--- src/rtl/fsm_pkg.sv ---
// Shared types for the serial pattern generator and the sequence detector bench.
// Opcodes, engine states and the per-opcode helpers live here.
package fsm_pkg;

    localparam int unsigned LEN_W_DEF = 4;
    localparam int unsigned MARK_BITS = 3;

    typedef enum logic [1:0] {
        OP_ZERO = 2'd0,
        OP_ONE  = 2'd1,
        OP_MARK = 2'd2,
        OP_ALT  = 2'd3
    } op_e;

    typedef enum logic [2:0] {
        S_IDLE,
        S_ZERO,
        S_ONE,
        S_MRK0,
        S_MRK1,
        S_MRK2,
        S_ALT
    } state_e;

    function automatic state_e op_state(input op_e op);
        case (op)
            OP_ZERO: return S_ZERO;
            OP_ONE:  return S_ONE;
            OP_MARK: return S_MRK0;
            default: return S_ALT;
        endcase
    endfunction

    // ALT starts on 1; MARK starts on 0.
    function automatic logic op_first_bit(input op_e op);
        return (op == OP_ONE) || (op == OP_ALT);
    endfunction

endpackage

--- src/rtl/fsm_cmd_slot.sv ---
// One-entry command holding register between the stimulus controller and the engine.
// Ready depends only on slot occupancy and the engine's load, never on cmd_valid.
module fsm_cmd_slot
    import fsm_pkg::*;
#(
    parameter int unsigned LEN_W = LEN_W_DEF
) (
    input  logic             clk,
    input  logic             rst,
    input  logic             cmd_valid,
    output logic             cmd_ready,
    input  op_e              cmd_op,
    input  logic [LEN_W-1:0] cmd_len,
    input  logic             load,
    output logic             slot_v,
    output op_e              slot_op,
    output logic [LEN_W-1:0] slot_len
);

    assign cmd_ready = !rst && (!slot_v || load);

    always_ff @(posedge clk or posedge rst) begin
        if (rst) begin
            slot_v   <= 1'b0;
            slot_op  <= OP_ZERO;
            slot_len <= '0;
        end else if (cmd_valid && cmd_ready) begin
            slot_v   <= 1'b1;
            slot_op  <= cmd_op;
            slot_len <= cmd_len;
        end else if (load) begin
            slot_v   <= 1'b0;
        end
    end

endmodule

--- src/rtl/fsm_pattern_gen.sv ---
// Serial pattern transmitter: serializes queued opcode+length commands one bit per clock.
// State and output flops describe the bit currently on ser_out; next values are computed ahead.
module fsm_pattern_gen
    import fsm_pkg::*;
#(
    parameter int unsigned LEN_W = LEN_W_DEF
) (
    input  logic             clk,
    input  logic             rst,
    input  logic             cmd_valid,
    output logic             cmd_ready,
    input  op_e              cmd_op,
    input  logic [LEN_W-1:0] cmd_len,
    output logic             ser_out,
    output logic             ser_valid,
    output logic             cmd_done,
    output logic             busy
);

    state_e           state, state_nx;
    logic [LEN_W-1:0] cnt, cnt_nx, cnt_dec;
    logic             bit_nx, valid_nx, done_nx;
    logic             last, load;
    logic             slot_v;
    op_e              slot_op;
    logic [LEN_W-1:0] slot_len;

    fsm_cmd_slot #(.LEN_W(LEN_W)) u_slot (
        .clk       (clk),
        .rst       (rst),
        .cmd_valid (cmd_valid),
        .cmd_ready (cmd_ready),
        .cmd_op    (cmd_op),
        .cmd_len   (cmd_len),
        .load      (load),
        .slot_v    (slot_v),
        .slot_op   (slot_op),
        .slot_len  (slot_len)
    );

    assign cnt_dec = cnt - LEN_W'(1);
    assign load    = slot_v && ((state == S_IDLE) || last);
    assign busy    = ser_valid || slot_v;

    always_comb begin
        last = 1'b0;
        case (state)
            S_ZERO, S_ONE, S_ALT: last = (cnt == '0);
            S_MRK2:               last = 1'b1;
            default:              last = 1'b0;
        endcase
    end

    always_comb begin
        state_nx = state;
        cnt_nx   = cnt;
        bit_nx   = 1'b0;
        valid_nx = 1'b0;
        done_nx  = 1'b0;
        if (load) begin
            state_nx = op_state(slot_op);
            cnt_nx   = slot_len;
            bit_nx   = op_first_bit(slot_op);
            valid_nx = 1'b1;
            done_nx  = (slot_op != OP_MARK) && (slot_len == '0);
        end else if (last || (state == S_IDLE)) begin
            state_nx = S_IDLE;
            cnt_nx   = '0;
        end else begin
            valid_nx = 1'b1;
            case (state)
                S_ZERO: begin
                    cnt_nx  = cnt_dec;
                    done_nx = (cnt_dec == '0);
                end
                S_ONE: begin
                    cnt_nx  = cnt_dec;
                    bit_nx  = 1'b1;
                    done_nx = (cnt_dec == '0);
                end
                S_ALT: begin
                    cnt_nx  = cnt_dec;
                    bit_nx  = !ser_out;
                    done_nx = (cnt_dec == '0);
                end
                S_MRK0: begin
                    state_nx = S_MRK1;
                    bit_nx   = 1'b1;
                end
                S_MRK1: begin
                    state_nx = S_MRK2;
                    done_nx  = 1'b1;
                end
                default: begin
                    state_nx = S_IDLE;
                    valid_nx = 1'b0;
                end
            endcase
        end
    end

    always_ff @(posedge clk or posedge rst) begin
        if (rst) begin
            state     <= S_IDLE;
            cnt       <= '0;
            ser_out   <= 1'b0;
            ser_valid <= 1'b0;
            cmd_done  <= 1'b0;
        end else begin
            state     <= state_nx;
            cnt       <= cnt_nx;
            ser_out   <= bit_nx;
            ser_valid <= valid_nx;
            cmd_done  <= done_nx;
        end
    end

endmodule

--- config.mk ---
export PLATFORM = sky130hd
export DESIGN_NAME = fsm_pattern_gen
export DESIGN_NICKNAME = d
export VERILOG_FILES = /design/src/rtl/fsm_pkg.sv /design/src/rtl/fsm_cmd_slot.sv /design/src/rtl/fsm_pattern_gen.sv
export SDC_FILE = /design/constraint.sdc
export NUM_CORES = 1
export LEC_CHECK = 0
export ABC_AREA = 1
export CORE_AREA = 3 3 66 68
export DETAILED_ROUTE_END_ITERATION = 7
export DIE_AREA = 0 0 69 71
export PLACE_DENSITY = 0.46
export SLEW_MARGIN = 20
export SYNTH_ARGS = -nofsm -noshare
export SYNTH_HDL_FRONTEND = slang
export SYNTH_HIERARCHICAL = 1
export SYNTH_SLANG_ARGS = --single-unit
--- constraint.sdc ---
create_clock -name clk -period 2 [get_ports clk]
set_input_delay 0.5 -clock clk [delete_from_list [all_inputs] [get_ports clk]]
set_output_delay 0.5 -clock clk [all_outputs]
set_load 0.005 [all_outputs]
### Yosys cells after proc, flatten, opt, wreduce, memory -nomap -nowiden

Cells that the tools add are included.

| storage, ports and cells | value |
|---|---|
| input bits | 9 |
| logic and storage cells | 60 |
| register bits | 17 |

| operators by class | value |
|---|---|
| reduce and logical (&&, ||, !) cells | 21 |
| add/subtract/negate cells | 1 |
| multiplexer cells | 19 |
| eq/ne operators | 11 |

Operators with widths:

| operator | number |
|---|---|
| $pmux 3 s3 | 2 |
| $logic_not 4->1 | 3 |
| $mux 4 | 3 |
| $eq 3x3->1 const B | 3 |
| $mux 1 | 9 |
| $eq 3x2->1 const B | 2 |
| $mux 3 | 2 |
| $pmux 1 s2 | 3 |
| $reduce_or 5->1 | 1 |
| $eq 2x2->1 const B | 2 |
| $logic_and 1x1->1 | 4 |
| $logic_or 1x1->1 | 4 |
| $sub 4x1->4 const B | 1 |
| $eq 3x1->1 const B | 1 |
| $logic_not 1->1 | 3 |
| $logic_not 3->1 | 1 |
| $ne 3x1->1 const B | 1 |
| $reduce_bool 3->1 | 1 |
| $reduce_or 3->1 | 1 |
| $eq 2x1->1 const B | 1 |
| $logic_not 2->1 | 1 |
| $ne 2x2->1 const B | 1 |
| $reduce_bool 2->1 | 1 |
| $reduce_or 2->1 | 1 |

### Logic depth before layout (Yosys ltp)

Gate-level depths: netlist of run 1.

| depth | value |
|---|---|
| depth after elaboration | 9 |
| mapped depth | 13 |

### Modules after synthesis

Netlist of run 1, hierarchy kept.

Modules (own cells, without submodules):

| module | cells an instance | sequential area each (µm²) | area an instance (µm²) | instances |
|---|---|---|---|---|
| fsm_pattern_gen | 87 | 250.2 | 670.6 | 1 |
| fsm_cmd_slot | 31 | 175.2 | 290.3 | 1 |

### Worst setup path before layout of run 1

No wires, ideal clock.

| timing path | value |
|---|---|
| path kind | flip-flop to output port |
| start | register cnt[0] |
| end | output port cmd_ready |
| data arrival time | 1.339 ns |
| path slack | 0.161 ns |
| cell stages (with the launch flop) | 11 |
| required time | 1.500 ns |
| path buffers | 0 |
| cells stage by stage | dfrtp_1 > inv_1 > ha_1 > nand2_2 > nor2_4 > nand2_4 > nand2_4 > nand2_4 > inv_2 > inv_1 > a21oi_1 |

| on the way | value |
|---|---|
| longest elaborated chain between the ends | 6 |

Ends and longest elaborated chain:

| item | line | RTL |
|---|---|---|
| start, declared | fsm_pattern_gen.sv:21 | `logic [LEN_W-1:0] cnt, cnt_nx, cnt_dec;` |
| start signal, assigned | fsm_pattern_gen.sv:111 | `cnt <= cnt_nx;` |
| $logic_not 4->1 | fsm_pattern_gen.sv:48 | `S_ZERO, S_ONE, S_ALT: last = (cnt == '0);` |
| $pmux 1 s2 | fsm_pattern_gen.sv:47 | `case (state)` |
| $logic_or 1x1->1 | fsm_pattern_gen.sv:42 | `assign load = slot_v && ((state == S_IDLE) \|\| last);` |
| $logic_and 1x1->1 | fsm_pattern_gen.sv:42 |  |
| named net load | fsm_pattern_gen.sv:23 | `logic last, load;` |
| $logic_or 1x1->1 | fsm_cmd_slot.sv:20 | `assign cmd_ready = !rst && (!slot_v \|\| load);` |
| $logic_and 1x1->1 | fsm_cmd_slot.sv:20 |  |
| end, declared | fsm_pattern_gen.sv:11 | `output logic cmd_ready,` |

The timed path passes the listed nets, and every way through them passes these cells.

### Worst setup path in the final report of run 1

Same ends and word-level chain as after synthesis.

==> results of run 1 <==
-- layout make-up --
type / instances / area (sq um)
Fill cell: 436 / 2520
Multi-Input combinational cell: 85 / 497
Sequential cell: 17 / 427
Timing Repair Buffer: 36 / 298
Inverter: 16 / 62.6
Tap cell: 50 / 62.6
Clock buffer: 4 / 45.0
-- worst register-to-register path: cells and delay by family, from the launching register on --
family / cells / cell delay [ps]
simple gates: 9 / 790
buf+inv: 5 / 410
flops: 1 / 380
fa+ha+maj: 1 / 150
-- what timing repair did --
action / 4_1_cts / 5_1_grt
pin swaps: 5 / 2
setup buffers: 2 / 2
setup endpoints to repair: 1 / 7
gates resized for setup: 11 / 2
-- power breakdown --
part           total, W  internal, W  switching, W
logic           0.00149     0.000712      0.000783
clock network  0.000260     0.000141      0.000119
registers      0.000629     0.000513      0.000116
-- metal layers --
layer  vias up  track usage (%)  wire length, um
li1        467                -                -
met1       419             12.2             1050
met2        16             16.2             1090
met3         3             1.70               72
met4         0             3.25               25
met5         -                0                0
-- state kept, by name (all words and copies together) (netlist names) --
register and count:
ser_valid 1, u_slot/slot_op 2, cmd_done 1, state 3
u_slot/slot_len 4, cnt 4, u_slot/slot_v 1, ser_out 1
-- stage by stage --
step | cells | total power [W] | setup slack [ps] | util [%] | TNS (ps)
floorplan | 118 | 0.00143 | 161 | - | 0
global placement | 200 | 0.00199 | -198 | 33.1 | -198
detailed placement | 200 | 0.00200 | -202 | 33.1 | -202
CTS | 206 | 0.00235 | -62.2 | 35.1 | -62.2
global route | 208 | 0.00262 | -115 | 35.5 | -115
finish | 208 | 0.00238 | -33.0 | 35.5 | -33.0
-- cells in the mapped netlist (all sizes together) --
master / count
a21oi: 7
dfrtp: 17
ha: 2
inv: 16
nand2: 31
nand3: 13
nand3b: 1
nand4: 8
nor2: 12
nor4: 1
o21ai: 7
o22ai: 1
or2: 2
-- kinds of logic (layout without fill, tap and decap cells) --
group	count (synthesis)	count (layout)	share of synthesized area, %
DFF	17	17	44.3
buffers and inverters	16	56	6.25
adders and majority gates	2	2	2.60
and+or+nand+nor	68	68	37.8
AOI/OAI and AO/OA	15	15	9.12
-- worst max-delay path by stage --
stage,startpoint,to,slack (ps),cells after the start
after floorplan,cnt[0]$_DFFE_PP0P_,cmd_ready,160,10
after global placement,cnt[0]$_DFFE_PP0P_,cmd_ready,-200,11
after detailed placement,cnt[0]$_DFFE_PP0P_,cmd_ready,-200,11
after CTS,cnt[1]$_DFFE_PP0P_,cmd_ready,-60,11
after global routing,cnt[0]$_DFFE_PP0P_,cmd_ready,-110,11
final,cnt[0]$_DFFE_PP0P_,cmd_ready,-30,11
==> run_results.csv, run 1 <==
group,metric,value,unit
final_layout,design_area,0.00139,sq mm
setup_path,r2r_end,"u_slot/slot_op[0]$_DFFE_PP0P_",
setup_path,cp.arrival,1530,ps
grt,grt_pass1_vias,911,
final_layout,final_cell_mix,"24 x nand2_1, 23 x buf_4, 16 x dfrtp_1",
drt,vias,905,
drt,antenna_left,0,
hold_path,holdPathStages,2,
drt,vias_per_cell,4.35,
status,status,"complete, but fails checks",
hold_path,hold_end,"u_slot/slot_len[1]$_DFFE_PP0P_",
setup_path,critPathRequiredTime,1500,ps
setup_path,r2r-start,"cnt[0]$_DFFE_PP0P_",
cts,clk_pin_slew,70,ps
grt,grt_max_degree,11,
yosys,syn_inst,118,
drt,drtIter0Drc,55,
die,die_h,71,um
grt,grtUsageTotal,9.53,%
placed_design,postPlaceCellArea,0.00130,sq mm
yosys,synth_top_area_share,44.3,%
placed_design,place_congestion,0.802,
setup_path,crit_slowest_cell,"dfrtp_1",
timing,period_share,102,%
cts,htreeDepth,1,
yosys,avgSynthCellArea,8.14,sq um
setup_path,slowest_delay,380,ps
job,cap_viol_max_count,0,
die,dieArea,0.00490,sq mm
yosys,ys_types,20,
final_layout,antenna_cells_inserted,0,
timing,fmax,0.492,GHz
timing,rsz0062_at_grt,"true",
power,p_leak,0.685,nW
setup_path,reg2reg_slack,170,ps
cts,ctsHoldBuffers,0,
yosys,syn_nets,129,
setup_path,cp-start-kind,"flip-flop",
timing,slew_viol_final,0,
timing,fin_worst_skew,2.26,ps
hold_path,min_path_type,"reg2reg",
final_layout,final_common_cell,"nand2_1",
setup_path,endpoint_kind,"output port",
drt,wl_per_cell,10.8,um
cts,clk_latency,250,ps
cts,clockRootBuffer,"clkbuf_8",
final_layout,drive_above_1_share,32.9,%
placed_design,io_buffer_count,13,
yosys,ys_seq_elements,17,
timing,fin_crit,2030,ps
yosys,yosysWarnings,6,
yosys,yosys-top-cells-area,"dfrtp_1 44%, nand2_1 9.4%, nand3_1 5.2%",
grt,grt_overflow,0,
die,pin_count,14,
timing,setup_viol_count_final,1,
setup_path,cp_cell_sequence,"inv_2, ha_4, nand2_4, nor2_4, nand2_4, nand2_4, nand2_4, inv_4, inv_2, a21oi_2, buf_2",
hold_path,worstHoldStart,"u_slot/slot_len[1]$_DFFE_PP0P_",
grt,antenna_found_initial,0,
die,start_util,24.6,%
cts,cts_buffers,3,
cts,clockBufferDepth,2,
timing,worst_slack,-33.0,ps
power,power_density,1710,mW/mm^2
grt,grt_pass1_wl,3.86,mm
drt,drc_errors,0,
yosys,synth.yosys.seq_area_share,44.3,%
setup_path,cp_top_family,"flip-flops",
yosys,synth_largest_area_cell,"dfrtp_1",
timing,worst-slew-pin-transition,416,ps
die,design.core.area,0.00391,sq mm
die,rows,23,
power,ir_drop,0.587,mV
setup_path,crit_fanout,2,
timing,hold_viol_final,0,
drt,totalWireLength,2.24,mm
drt,dr.pass1.iters,5,
yosys,netlist_area,961,sq um
die,fp.dieW,69,um
cts,clock_sinks,17,
final_layout,nNetsFinal,170,
setup_path,criticalPathCategory,"reg2out",
status,violations,"setup timing",
setup_path,cp_num_buf_inv,4,
final_layout,syn_to_final_growth,44.8,%
timing,slew_headroom,72.2,%
placed_design,post-dp-hpwl,1.74,mm
timing,hold_ws,503,ps
cts,cts_tree,"done",
setup_path,reg2reg_depth,15,
setup_path,cpMostUsedCell,"nand2_4",
Power figures use the tool's default switching activity.
==> inputs of run 2 (changes only) <==
CORE_AREA = 3 3 64 72   (was 3 3 66 68)
DIE_AREA = 0 0 67 75   (was 0 0 69 71)
==> run_results.csv, run 2 (synthesized netlist as in run 1, its figures left out) <==
group,metric,value,unit
setup_path,endpoint_kind,"output port",
timing,setup_viol_count_final,0,
final_layout,syn_to_final_growth,44.8,%
die,dieArea,0.00503,sq mm
placed_design,post-dp-hpwl,1.79,mm
final_layout,final_cells,210,
final_layout,fillers,442,
timing,fmax,0.503,GHz
grt,grt_overflow,0,
placed_design,place_congestion,0.813,
power,ir_drop,0.490,mV
placed_design,io_buffer_count,13,
cts,clk_pin_slew,70,ps
final_layout,drive_above_1_share,32.9,%
timing,setup_tns,0,ps
power,internal-power,0.00135,W
cts,clk_latency,250,ps
power,combPwrFrac,61.8,%
drt,drtIter0Drc,44,
timing,slew_headroom,69.6,%
die,die_h,75,um
grt,grtUsageTotal,10.1,%
drt,dr.pass1.iters,4,
cts,cts_buffers,3,
timing,fin_crit,1990,ps
drt,wl_per_cell,10.6,um
die,start_util,24.2,%
power,switching_power,0.000991,W
setup_path,cp-start-kind,"flip-flop",
job,cap_viol_max_count,0,
grt,grt_pass1_wl,3.91,mm
placed_design,placed_cells,200,
die,rows,24,
cts,clockRootBuffer,"clkbuf_8",
timing,hold_ws,507,ps
hold_path,min_path_type,"reg2reg",
die,pin_count,14,
timing,hold_viol_final,0,
drt,drc_errors,0,
cts,ctsHoldBuffers,0,
setup_path,crit_fanout,2,
cts,cts_tree,"done",
drt,vias_per_cell,4.26,
drt,antenna_left,0,
grt,antenna_found_initial,0,
timing,rsz0062_at_grt,"true",
timing,worst-slew-pin-transition,455,ps
power,p_leak,0.685,nW
timing,fin_worst_skew,1.07,ps
setup_path,critPathRequiredTime,1500,ps
final_layout,register_area,427,sq um
final_layout,top_regs,"cnt x4, u_slot/slot_len x4, state x3",
cts,htreeDepth,1,
final_layout,multi_input_area,497,sq um
timing,period_share,99.5,%
grt,grt_pass1_vias,918,
die,fp.dieW,67,um
status,status,"finished, final reports clean",
drt,vias,894,
final_layout,design_area,0.00139,sq mm
placed_design,postPlaceCellArea,0.00128,sq mm
die,design.core.area,0.00396,sq mm
final_layout,nNetsFinal,170,
cts,clock_sinks,17,
power,p_total,0.00234,W
setup_path,criticalPathCategory,"reg2out",
power,power_density,1680,mW/mm^2
timing,slew_viol_final,0,
power,swShare,42.3,%
final_layout,final_cell_mix,"24 x nand2_1, 23 x buf_4, 16 x dfrtp_1",
power,seq_power_share,27.1,%
setup_path,cp.arrival,1490,ps
drt,totalWireLength,2.23,mm
final_layout,final_common_cell,"nand2_1",
grt,grt_max_degree,11,
power,power_frac_clock,11.1,%
final_layout,antenna_cells_inserted,0,
cts,clockBufferDepth,2,
-- run 2: cell count changes in the layout (fill, tap and decap cells not counted) --
cell	delta
inv_2	+1
inv_4	-1
-- run 2: final timing paths --
kind,start,cells after the start,endpoint,slack [ps]
worst max-delay path,cnt[0]$_DFFE_PP0P_,11,cmd_ready,10
min in group asynchronous,rst,3,cnt[3]$_DFFE_PP0P_,740
max in group asynchronous,rst,3,ser_out$_DFF_PP0_,950
worst max register to register,cnt[0]$_DFFE_PP0P_,14,u_slot/slot_op[1]$_DFFE_PP0P_,310
worst min-delay path,u_slot/slot_len[2]$_DFFE_PP0P_,2,u_slot/slot_len[2]$_DFFE_PP0P_,510
worst min register to register,u_slot/slot_len[2]$_DFFE_PP0P_,2,u_slot/slot_len[2]$_DFFE_PP0P_,510
-- run 2: critical path, cell delays in order, from the launching register on --
cell	delay, ps
dfrtp_1	390
inv_2	90
ha_4	140
nand2_4	50
nor2_4	100
nand2_4	60
nand2_4	60
nand2_4	50
inv_2	50
inv_2	40
a21oi_2	90
buf_2	120
-- run 2: metrics by stage --
step                setup WS, ps  util, %
floorplan                    161        -
global placement            -199     32.4
detailed placement          -193     32.4
CTS                        -47.8     34.5
global route                -115     35.1
finish                      10.6     35.1
-- run 2: metal layers --
layer | up-vias | share of wire, % | GRT usage, %
met3 | 2 | 2.1 | 0.896
met1 | 409 | 47 | 12.5
met5 | - | 0 | 0
met2 | 14 | 49 | 17.6
li1 | 469 | - | -
met4 | 0 | 1.5 | 4.73
-- run 2: power groups by stage --
| stage | Combinational, W | Sequential [W] | Clock, W |
|---|---|---|---|
| floorplan | 0.000791 | 0.000641 | 0 |
| global placement | 0.00131 | 0.000647 | 0 |
| detailed placement | 0.00131 | 0.000657 | 0 |
| CTS | 0.00140 | 0.000656 | 0.000265 |
| global route | 0.00164 | 0.000657 | 0.000287 |
| finish | 0.00145 | 0.000635 | 0.000260 |
-- run 2: final cells by class --
type                    count  share of cell area [%]
repair buffers             36                    21.4
clock buffers               4                    3.24
well taps                  52                    4.68
multi-input cells          85                    35.7
flip-flops and latches     17                    30.7
inverters                  16                    4.32
-- run 2: repair_timing --
action / 4_1_cts / 5_1_grt
endpoints found under the setup margin: 1 / 2
buffers inserted: 3 / 3
pin swaps: 5 / 3
resized for setup: 11 / 1
